$ cat src/rtl/mem_arbiter_pkg.sv
// Shared control types for the memory arbiter and the inner memory handler.
package control_signal_types;

    typedef enum logic {
        MEM_READ  = 1'b0,
        MEM_WRITE = 1'b1
    } memrw_t;

    typedef enum logic [1:0] {
        RW_BYTE = 2'd0,
        RW_HALF = 2'd1,
        RW_WORD = 2'd2
    } rw_type_t;

    typedef enum logic [1:0] {
        IDLE   = 2'd0,
        BUSY_I = 2'd1,
        BUSY_D = 2'd2
    } arb_state_t;

endpackage

$ cat src/rtl/mem_arbiter_if.sv
// Single-port link between the arbiter (user side) and the memory handler.
interface inner_memory_if;
    import control_signal_types::*;

    memrw_t      MemRW;
    rw_type_t    RWType;
    logic [31:0] addr_out;
    logic [31:0] data_out;
    logic [31:0] data_in;

    modport user    (output MemRW, RWType, addr_out, data_out, input  data_in);
    modport handler (input  MemRW, RWType, addr_out, data_out, output data_in);
    modport master  (output MemRW, RWType, addr_out, data_out, input  data_in);
    modport slave   (input  MemRW, RWType, addr_out, data_out, output data_in);
endinterface

$ cat src/rtl/mem_arbiter.sv
// Two-requester memory arbiter: instruction fetch and data port share one
// memory handler. Data wins by default, but an instruction request that has
// waited through STARVE_LIMIT consecutive data grants is served next.
//
// state  | meaning
// IDLE   | no access in flight; grants are decided combinationally
// BUSY_I | fetch access presented to the handler, waiting for mem_ready
// BUSY_D | data access presented to the handler, waiting for mem_ready
module mem_arbiter
    import control_signal_types::*;
#(
    parameter int STARVE_LIMIT = 4
) (
    input  logic           clk,
    input  logic           rst_n,

    input  logic           i_req,
    input  logic [31:0]    i_addr,
    input  logic           i_flush,
    output logic           i_gnt,
    output logic           i_rvalid,
    output logic [31:0]    i_rdata,

    input  logic           d_req,
    input  memrw_t         d_memrw,
    input  rw_type_t       d_rwtype,
    input  logic [31:0]    d_addr,
    input  logic [31:0]    d_wdata,
    output logic           d_gnt,
    output logic           d_rvalid,
    output logic [31:0]    d_rdata,

    inner_memory_if.user   mem,
    output logic           mem_valid,
    input  logic           mem_ready
);

    localparam int CNT_W = $clog2(STARVE_LIMIT + 1);
    localparam logic [CNT_W-1:0] CNT_MAX = CNT_W'(STARVE_LIMIT);

    arb_state_t       state;
    logic [CNT_W-1:0] starve_cnt;
    memrw_t           lat_memrw;
    rw_type_t         lat_rwtype;
    logic [31:0]      lat_addr;
    logic [31:0]      lat_wdata;
    // remembers a flush seen earlier in the current fetch so the response is dropped
    logic             flushed;
    logic             grant_d;
    logic             grant_i;

    // Grant decision: only in IDLE and never while reset is asserted.
    always_comb begin
        grant_d = 1'b0;
        grant_i = 1'b0;
        if (rst_n && (state == IDLE)) begin
            grant_d = d_req && ((starve_cnt < CNT_MAX) || !i_req);
            grant_i = i_req && !grant_d;
        end
    end

    assign i_gnt        = grant_i;
    assign d_gnt        = grant_d;
    assign mem.MemRW    = lat_memrw;
    assign mem.RWType   = lat_rwtype;
    assign mem.addr_out = lat_addr;
    assign mem.data_out = lat_wdata;

    // Arbiter FSM, request latching, starvation counter and response registers.
    always_ff @(posedge clk) begin
        if (!rst_n) begin
            state      <= IDLE;
            starve_cnt <= '0;
            mem_valid  <= 1'b0;
            lat_memrw  <= MEM_READ;
            lat_rwtype <= RW_BYTE;
            lat_addr   <= '0;
            lat_wdata  <= '0;
            flushed    <= 1'b0;
            i_rvalid   <= 1'b0;
            d_rvalid   <= 1'b0;
            i_rdata    <= '0;
            d_rdata    <= '0;
        end else begin
            i_rvalid <= 1'b0;
            d_rvalid <= 1'b0;
            case (state)
                IDLE: begin
                    if (grant_d) begin
                        lat_memrw  <= d_memrw;
                        lat_rwtype <= d_rwtype;
                        lat_addr   <= d_addr;
                        lat_wdata  <= d_wdata;
                        mem_valid  <= 1'b1;
                        state      <= BUSY_D;
                        if (i_req) begin
                            if (starve_cnt != CNT_MAX) begin
                                starve_cnt <= starve_cnt + 1'b1;
                            end
                        end else begin
                            starve_cnt <= '0;
                        end
                    end else if (grant_i) begin
                        lat_memrw  <= MEM_READ;
                        lat_rwtype <= RW_WORD;
                        lat_addr   <= i_addr;
                        lat_wdata  <= '0;
                        mem_valid  <= 1'b1;
                        flushed    <= 1'b0;
                        starve_cnt <= '0;
                        state      <= BUSY_I;
                    end
                end
                BUSY_I: begin
                    if (mem_ready) begin
                        i_rdata   <= mem.data_in;
                        i_rvalid  <= !(flushed || i_flush);
                        flushed   <= 1'b0;
                        mem_valid <= 1'b0;
                        state     <= IDLE;
                    end else if (i_flush) begin
                        flushed <= 1'b1;
                    end
                end
                BUSY_D: begin
                    if (mem_ready) begin
                        d_rdata   <= mem.data_in;
                        d_rvalid  <= 1'b1;
                        mem_valid <= 1'b0;
                        state     <= IDLE;
                    end
                end
                default: begin
                    mem_valid <= 1'b0;
                    state     <= IDLE;
                end
            endcase
        end
    end

endmodule

$ cat src/flat_wrapper.sv
// flat-port wrapper written by rule: the top's interface ports become plain ports
module mem_arbiter_flat import control_signal_types::*;
#(
    parameter int STARVE_LIMIT = 4
)
  (clk, rst_n, i_req, i_addr, i_flush, i_gnt, i_rvalid, i_rdata, d_req, d_memrw, d_rwtype, d_addr, d_wdata, d_gnt, d_rvalid, d_rdata, mem_valid, mem_ready, mem_MemRW, mem_RWType, mem_addr_out, mem_data_out, mem_data_in);
  inner_memory_if mem_i ();
  input  logic clk;
  input  logic rst_n;
  input  logic i_req;
  input  logic [31:0] i_addr;
  input  logic i_flush;
  output logic i_gnt;
  output logic i_rvalid;
  output logic [31:0] i_rdata;
  input  logic d_req;
  input  memrw_t d_memrw;
  input  rw_type_t d_rwtype;
  input  logic [31:0] d_addr;
  input  logic [31:0] d_wdata;
  output logic d_gnt;
  output logic d_rvalid;
  output logic [31:0] d_rdata;
  output logic mem_valid;
  input  logic mem_ready;
  output wire logic [$bits(mem_i.MemRW)-1:0] mem_MemRW;
  output wire logic [$bits(mem_i.RWType)-1:0] mem_RWType;
  output wire logic [$bits(mem_i.addr_out)-1:0] mem_addr_out;
  output wire logic [$bits(mem_i.data_out)-1:0] mem_data_out;
  input wire logic [$bits(mem_i.data_in)-1:0] mem_data_in;
  assign mem_MemRW = mem_i.MemRW;
  assign mem_RWType = mem_i.RWType;
  assign mem_addr_out = mem_i.addr_out;
  assign mem_data_out = mem_i.data_out;
  assign mem_i.data_in = mem_data_in;
  mem_arbiter #(.STARVE_LIMIT(STARVE_LIMIT)) u_core (.clk(clk), .rst_n(rst_n), .i_req(i_req), .i_addr(i_addr), .i_flush(i_flush), .i_gnt(i_gnt), .i_rvalid(i_rvalid), .i_rdata(i_rdata), .d_req(d_req), .d_memrw(d_memrw), .d_rwtype(d_rwtype), .d_addr(d_addr), .d_wdata(d_wdata), .d_gnt(d_gnt), .d_rvalid(d_rvalid), .d_rdata(d_rdata), .mem(mem_i), .mem_valid(mem_valid), .mem_ready(mem_ready));
endmodule
$ cat config.mk
export PLATFORM = sky130hd
export DESIGN_NAME = mem_arbiter_flat
export DESIGN_NICKNAME = d
export VERILOG_FILES = /design/src/rtl/mem_arbiter_pkg.sv /design/src/rtl/mem_arbiter_if.sv /design/src/rtl/mem_arbiter.sv /design/src/flat_wrapper.sv
export SDC_FILE = /design/constraint.sdc
export NUM_CORES = 1
export LEC_CHECK = 0
export ABC_AREA = 1
export BUFFER_PORTS_ARGS = -buffer_cell sky130_fd_sc_hd__buf_2
export CORE_ASPECT_RATIO = 0.5
export CORE_UTILIZATION = 51
export CTS_BUF_LIST = sky130_fd_sc_hd__clkbuf_2
export DETAILED_ROUTE_END_ITERATION = 8
export GPL_TIMING_DRIVEN = 0
export PLACE_DENSITY = 0.88
export SKIP_CTS_REPAIR_TIMING = 1
export SYNTH_ARGS = -nofsm -noshare
export SYNTH_HDL_FRONTEND = slang
export SYNTH_SLANG_ARGS = --single-unit
$ cat constraint.sdc
create_clock -name clk -period 3.1 [get_ports clk]
set_input_delay 0.31 -clock clk [delete_from_list [all_inputs] [get_ports clk]]
set_output_delay 0.31 -clock clk [all_outputs]
set_load 0.1 [all_outputs]
==> results of run 1 <==
==> cells by family after synthesis <==
kind of cell	Yosys count	synth area share (%)
buf+inv	64	5.080
simple gates	358	25.70
compound gates	174	16.12
fa+ha+maj	6	1.385
flops	140	51.72
==> cells in the mapped netlist <==
| cell type | n |
|---|---|
| buf_6 | 2 |
| nand2_2 | 1 |
| nand4_1 | 1 |
| o21ai_0 | 92 |
| nor2_2 | 1 |
| nand2_4 | 2 |
| inv_1 | 12 |
| dfxtp_1 | 140 |
| nand2_1 | 182 |
| nand3_4 | 1 |
| clkbuf_1 | 32 |
| nor2_1 | 166 |
| buf_2 | 16 |
| o31ai_1 | 1 |
| inv_2 | 2 |
| nor2_4 | 1 |
| o21ai_1 | 6 |
| nor4_1 | 1 |
| ha_1 | 6 |
| nand3_1 | 2 |
| a21oi_1 | 75 |
==> placed cells by master, fill, tap and decap left out, drive strengths merged <==
master	instances
buf	290
nand2	185
nor2	168
dfxtp	140
dlygate4sd3	119
o21ai	98
a21oi	75
clkbuf	49
inv	19
clkinv	8
ha	6
nand3	3
diode	2
bufinv	2
nand4	1
nor4	1
o31ai	1
==> registers in the layout (all words and copies together) (netlist names) <==
name,cells
u_core.i_rvalid,1
u_core.starve_cnt,3
u_core.flushed,1
u_core.state,2
u_core.mem.MemRW,1
u_core.d_rdata,32
u_core.mem.RWType,2
u_core.mem_valid,1
u_core.i_rdata,32
u_core.mem.data_out,32
u_core.mem.addr_out,32
u_core.d_rvalid,1
==> stage by stage <==
step	setup WS, ns	utilization [%]	area, um2	instances
5_1_grt	0.003676	81.69	8398	1306
4_1_cts	0.2429	70.08	7204	1186
3_3_place_gp	1.042	67.66	6955	1154
6_report	0.09857	81.72	8401	1307
2_1_floorplan	1.304	-	5419	742
3_5_place_dp	1.020	67.66	6955	1154
==> report_power, final <==
part / switching (mW) / leakage (nW) / internal, mW
combinational: 3.64 / 2.82 / 0.870
sequential: 0.188 / 1.14 / 2.15
clock: 0.748 / 0.153 / 0.388
==> layer usage <==
metal / wire [um] / share of wire [%] / up-vias / global-route usage, %
met5: 0 / 0 / - / 0
met2: 10480 / 49 / 570 / 49.63
met1: 7786 / 36 / 3230 / 33.43
li1: - / - / 3200 / -
met4: 1392 / 6.5 / 0 / 14.66
met3: 1854 / 8.6 / 160 / 5.576
==> path summary, 6_finish.rpt <==
path / endpoint / start
max: d_gnt / u_core.state[0]$_SDFFE_PN0P_
min: u_core.mem.addr_out[16]$_SDFFE_PN0P_ / i_addr[16]
max reg2reg: u_core.mem.addr_out[24]$_SDFFE_PN0P_ / u_core.state[0]$_SDFFE_PN0P_
min reg2reg: u_core.mem.data_out[6]$_SDFFE_PN0P_ / u_core.mem.data_out[6]$_SDFFE_PN0P_
==> critical path: stages, from the launching register on <==
cell	delay [ns]
dfxtp_1	0.37
inv_1	0.12
ha_1	0.24
nand2_2	0.11
nor2_2	0.36
buf_2	0.31
buf_2	0.46
==> final cells by class <==
type | count | share of cell area, %
Timing Repair Buffer | 391 | 30.38
Clock buffer | 17 | 1.013
Buffer | 50 | 2.651
Inverter | 14 | 0.6256
Clock inverter | 15 | 1.951
Multi-Input combinational cell | 538 | 27.87
Antenna cell | 2 | 0.05958
Sequential cell | 140 | 33.36
Tap cell | 140 | 2.085
==> reports/summary.md, run 1 <==
At the later pin of the worst-skew pair, clock insertion delay measures 0.74 ns. The port buffer count came out at 272. In this run the power density over the cells is 949.8 nW/um2. The run gives 21 as the distinct cell type count after synthesis. After legalization and detailed placement, the total HPWL measured 11.73 mm. The worst path in the final design needs a cycle of 3.001 ns, including I/O delays and setup. The share of cells above drive strength 1 came out at 28.24%.

The H-tree was split into 4 levels. The reported leakage power came out at 4.112 nW. The logs give 0 for the number of slew-limit violations in the final report and 26 for the placement row count. The tools report the final count of hold timing violations as 6. The worst hold path cell count was 5. The routed layout has 7160 vias. The checks that failed: negative hold slack. Static timing analysis puts the maximum clock frequency at 0.3332 GHz. Once the floorplan was initialized, standard cells occupied 52.71% of the core. The worst register-to-register path has a setup slack of 0.46 ns.

The run finished, with violations left. The flop and latch count out of synthesis is 140. The starting DRC count in detailed routing is 605, and the peak supply drop is 0.5553 mV. The detailed-router iteration count before antenna repair was 5; the synthesized area per cell was 7.303 um2. CTS placed an instance of clkbuf_2 at the clock tree root. Across every metal layer, demand over resource in global routing totals 28.04%. The die width is 147.8 um, and the total negative slack for setup checks is 0 ns. The run gives 5419 um2 as the area of the mapped netlist. The CTS buffer count is 17, and the Yosys warning count is 0. Compared with the post-synthesis result, the final layout area differs by 55.02%. The number of nets in the synthesized netlist is 885. Of the synthesized area, sequential elements account for 51.72%. In the routed design, unresolved DRC markers number 0. The ratio of routed vias to standard cells came out at 5.478. In this run the worst hold path is classified as primary input to register. The final routed wire length divided by cell count was 16.46 um. Summing all multi-input logic gate instances after layout gives 2341 um2. For the final database, setup skew stands at 0.06202 ns. The tools report the core box area as 10280 um2. The worst register-to-register path has a depth of 11.

The floorplan step set the die height to 74.89 um. The run gives 0.8311 as the routability-driven placement congestion ratio. Once detail routing completed, the nets flagged for antenna violations numbered 0. TritonCTS built the clock tree. The tools report the number of standard cells after synthesis as 742. The measured slew at the worst slew-check pin came out at 0.5245 ns.

Summing all flip-flop and latch instances after layout gives 2803 um2. The endpoint kind of the worst setup timing path is an output port. Global routing finished with a remaining overflow of 0. The number of nets in the final layout was 1295; the number of filler cells placed in the layout was 616. The final critical path takes up 96.82% of the cycle. The tools report the required time of the critical path as 2.79 ns. Total design power: 7.979 mW. The number of sinks driven by the clock tree came out at 140.

The run gives -0.04033 ns as the worst slack on hold paths. The worst setup path is launched from a register. The tool flagged a number of max-cap violations equal to 0.

Measured against its own limit, the worst slew margin works out to 65.27%. The detailed-route wire length is 21.51 mm, and the clock transition time at the flip-flop clock pins of the worst setup and hold paths is 0.23 ns. Number of antenna violations at the first check in global routing: 1. Number of ports placed on the die boundary: 273. dfxtp_1 takes more of the synthesized area than any other cell. The tools report the number of global-route vias before repair as 5314. The area fraction of the dominant cell type after synthesis was 51.72%. The top fanout value on the critical path is 10.

Critical path start-end classification: register to output port. The floorplan step defined a die boundary enclosing 11070 um2. In the post-synthesis netlist, the biggest area contributors are dfxtp_1 (52%), nand2_1 (13%), nor2_1 (11%). Setup violations remaining at the end of the flow were counted as 0. At the worst endpoint, the arrival time is 2.69 ns. The largest buffer count on any clock path is 2. Pin count of the biggest net entering global routing: 17. The first-pass GRT wire length came out at 24.29 mm. Setup repair after global routing left no endpoint under its margin.
Power figures use the tool's default switching activity.
==> run 2, diff against run 1 <==
--- a/config.mk
+++ b/config.mk
@@ -7,12 +7,15 @@
 export LEC_CHECK = 0
 export ABC_AREA = 1
 export BUFFER_PORTS_ARGS = -buffer_cell sky130_fd_sc_hd__buf_2
+export CELL_PAD_IN_SITES_DETAIL_PLACEMENT = 1
+export CELL_PAD_IN_SITES_GLOBAL_PLACEMENT = 2
 export CORE_ASPECT_RATIO = 0.5
-export CORE_UTILIZATION = 51
+export CORE_MARGIN = 1
+export CORE_UTILIZATION = 24
 export CTS_BUF_LIST = sky130_fd_sc_hd__clkbuf_2
 export DETAILED_ROUTE_END_ITERATION = 8
 export GPL_TIMING_DRIVEN = 0
-export PLACE_DENSITY = 0.88
+export PLACE_DENSITY_LB_ADDON = 0.1
 export SKIP_CTS_REPAIR_TIMING = 1
 export SYNTH_ARGS = -nofsm -noshare
 export SYNTH_HDL_FRONTEND = slang
==> constraint.sdc (replaced) <==
create_clock -name clk -period 3.2 [get_ports clk]
set_input_delay 0.32 -clock clk [delete_from_list [all_inputs] [get_ports clk]]
set_output_delay 0.32 -clock clk [all_outputs]
set_load 0.1 [all_outputs]
==> run 2 against run 1 <==
The flow now finishes without violations; non-clock buffer count is 15 higher; sequential power down 4%; critical endpoint unchanged; critical path type unchanged; power decreased by 2.3%; largest power group unchanged; worst setup slack improved by 0.23 ns; hold slack gained 0.12 ns; utilization decreased by 42 points; clock power is 5% higher; global-route usage down 10 points; register-to-register slack gained 0.29 ns; flip-flop and latch count unchanged; cell count increased by 13%; via count is 11% lower.
==> reports/summary.md, run 2 (same netlist as run 1, synthesis figures left out) <==
The run finished with clean final reports. The logs give 2.55 ns (was 2.69 ns) for the endpoint arrival time on the critical path and 0.3481 GHz for the highest clock frequency the design can meet. For the area of the die, the log shows 23220 um2 (was 11070 um2). Most frequent cells in the layout: buf_2 (287), nand2_1 (182), nor2_1 (166) (was buf_2 (288), nand2_1 (182), nor2_1 (166)). For the number of max-cap violations, the log shows 0 (unchanged). The final routed wire length divided by cell count is 14.64 um (was 16.46 um). The shortest period the worst path allows came out at 2.873 ns. The headroom to the max-slew limit is 59.64% (was 65.27%), and the clock transition time at the flip-flop clock pins of the worst setup and hold paths is 0.19 ns (was 0.23 ns). The worst slack on hold paths was 0.07856 ns (was -0.04033 ns). Most common cell after layout, fill and taps aside: buf_2 (unchanged). The tools report the endpoint kind of the worst setup timing path as an output port (unchanged).

The sequential group share of total power was 28.8% (was 29.3%); the ratio of routed vias to standard cells was 4.295 (was 5.478). The fraction of power spent switching nets was 55.49% (was 57.32%). The number of global-route vias before repair was 5820 (was 5314); the starting density of the core was 24.72% (was 52.71%). The run gives 2 (unchanged) as the largest buffer count on any clock path. Setup repair after global routing left no endpoint under its margin. The run gives 6365 (was 7160) as the detailed-route via count. TritonCTS built the clock tree. The measured slew at the worst slew-check pin came out at 0.6054 ns (was 0.5245 ns). The tools report the CTS root buffer as clkbuf_2 (unchanged). The total design power was 7.796 mW (was 7.979 mW); the DRC violation count after routing was 0 (unchanged). The tools report the number of routed nets with antenna violations as 0 (unchanged). The run gives 3.470 mW (was 3.405 mW) as the total internal power. The number of setup violations in the final report was 0 (unchanged). The final cell utilization of the core is 40.04% (was 81.72%), and the number of sinks driven by the clock tree is 140 (unchanged).

The detailed placer's ending HPWL was 15.63 mm (was 11.73 mm); the total grt overflow was 0 (unchanged). The final design instance area without fill was 8776 um2 (was 8401 um2); the routability-driven placement congestion ratio was 0.7274 (was 0.8311). The placement row count was 38 (was 26).

The starting DRC count in detailed routing is 207 (was 605), and the core box area is 21920 um2 (was 10280 um2). The combinational power share was 55.8% (was 56.5%). The critical path start-end classification is register to output port (unchanged). The worst-case clock skew came out at 0.04254 ns (was 0.06202 ns).

Number of nets in the final layout: 1310 (was 1295). The number of slew-limit violations in the final report is 0 (unchanged), and the required time of the critical path is 2.88 ns (was 2.79 ns). The pin count of the biggest net entering global routing was 17 (unchanged); the die boundary height was 108.3 um (was 74.89 um). The logs give 0 (was 6) for the final count of hold timing violations and 21.70 mm (was 21.51 mm) for the detailed-route wire length.

Power per cell area: 888.3 nW/um2 (was 949.8 nW/um2). The run gives 273 (unchanged) as the number of ports placed on the die boundary. The die width came out at 214.5 um (was 147.8 um).

The reported net switching power is 4.326 mW (was 4.573 mW), and the top fanout value on the critical path is 10 (unchanged). The worst min-delay path class is primary input to register (unchanged). Clock share of power: 15.5% (was 14.2%). The number of antenna violations at the first check in global routing is 2 (was 1), and the total negative slack for setup checks is 0 ns (unchanged). CTS buffer count: 17 (unchanged). Port buffer count: 272 (unchanged). Peak supply drop: 0.3375 mV (was 0.5553 mV).

Detailed-router iteration count before antenna repair: 4 (was 5). The kind of launch point of the worst setup path is a register (unchanged). The signed area change from the synthesized netlist to the final layout was 61.95% (was 55.02%). Of the available clock period, the critical path in the final layout requires 89.78%. The reported leakage power is 4.185 nW (was 4.112 nW), and the share of cells above drive strength 1 is 27.88% (was 28.24%).

The first-pass GRT wire length is 31.66 mm (was 24.29 mm), and the global-route usage over all layers is 17.85% (was 28.04%). The logs give 2819 (was 616) for the number of filler cells placed in the layout and 0.76 ns (was 0.74 ns) for the clock latency on the worst-skew pair. The maximum level of the CTS H-tree was 4 (unchanged). The cell area after placement came out at 7156 um2 (was 6955 um2).
[run 2: cell count changes in the layout (fill, tap and decap cells not counted)]
cell and delta:
clkinvlp_4 +2, buf_2 -1, clkinv_4 -3, clkinv_2 +1, clkbuf_4 +1, clkbuf_2 +3
bufinv_16 +2, dlygate4sd3_1 +15, inv_8 -1, inv_6 -4
[run 2: worst paths after layout]
check	from	end	slack, ns	depth (start not counted)
hold reg to reg	u_core.flushed$_SDFFE_PN0P_	u_core.i_rvalid$_SDFF_PN0_	0.40	1
hold / removal	i_req	u_core.flushed$_SDFFE_PN0P_	0.08	7
setup reg to reg	u_core.state[0]$_SDFFE_PN0P_	u_core.mem.addr_out[18]$_SDFFE_PN0P_	0.75	10
setup / recovery	u_core.state[0]$_SDFFE_PN0P_	d_gnt	0.33	6
[run 2: stage by stage]
step	instances	worst slack, ns
finish	1482	0.3270
floorplan	742	1.394
global placement	1314	1.009
CTS	1346	0.08875
global route	1482	0.04626
detailed placement	1314	0.9835
[run 2: final cells by class]
class	instances	area, um2	area share (%)
diodes	2	5.005	0.05703
plain buffers	50	222.7	2.538
clock buffers	20	100.1	1.141
clock inverters	12	171.4	1.953
inverters	14	52.55	0.5988
multi-input cells	538	2341	26.68
flip-flops and latches	140	2803	31.94
well taps	300	375.4	4.277
repair buffers	406	2705	30.82
[run 2: power groups by stage]
stage	Clock, mW	Sequential (mW)	Combinational [mW]
3_3_place_gp	0	2.27	4.14
3_5_place_dp	0	2.28	4.17
2_1_floorplan	0	4.59	1.04
4_1_cts	1.26	2.25	4.17
6_report	1.20	2.24	4.35
5_1_grt	1.34	2.29	4.63
[run 2: worst max-delay path: stages (launching register included)]
cell and delay, ns:
dfxtp_1 0.35, inv_1 0.13, ha_1 0.23, nand2_2 0.09, nor2_2 0.36, buf_2 0.30
clkbuf_4 0.37
[run 2: per-layer routing]
layer	track usage [%]	wire length, um	vias to the layer above	part of all wire (%)
met5	0	0	-	0
met1	23.19	10270	3000	47
met3	4.866	892	21	4.1
met4	5.765	285	0	1.3
met2	28.87	10260	121	47
li1	-	-	3223	-
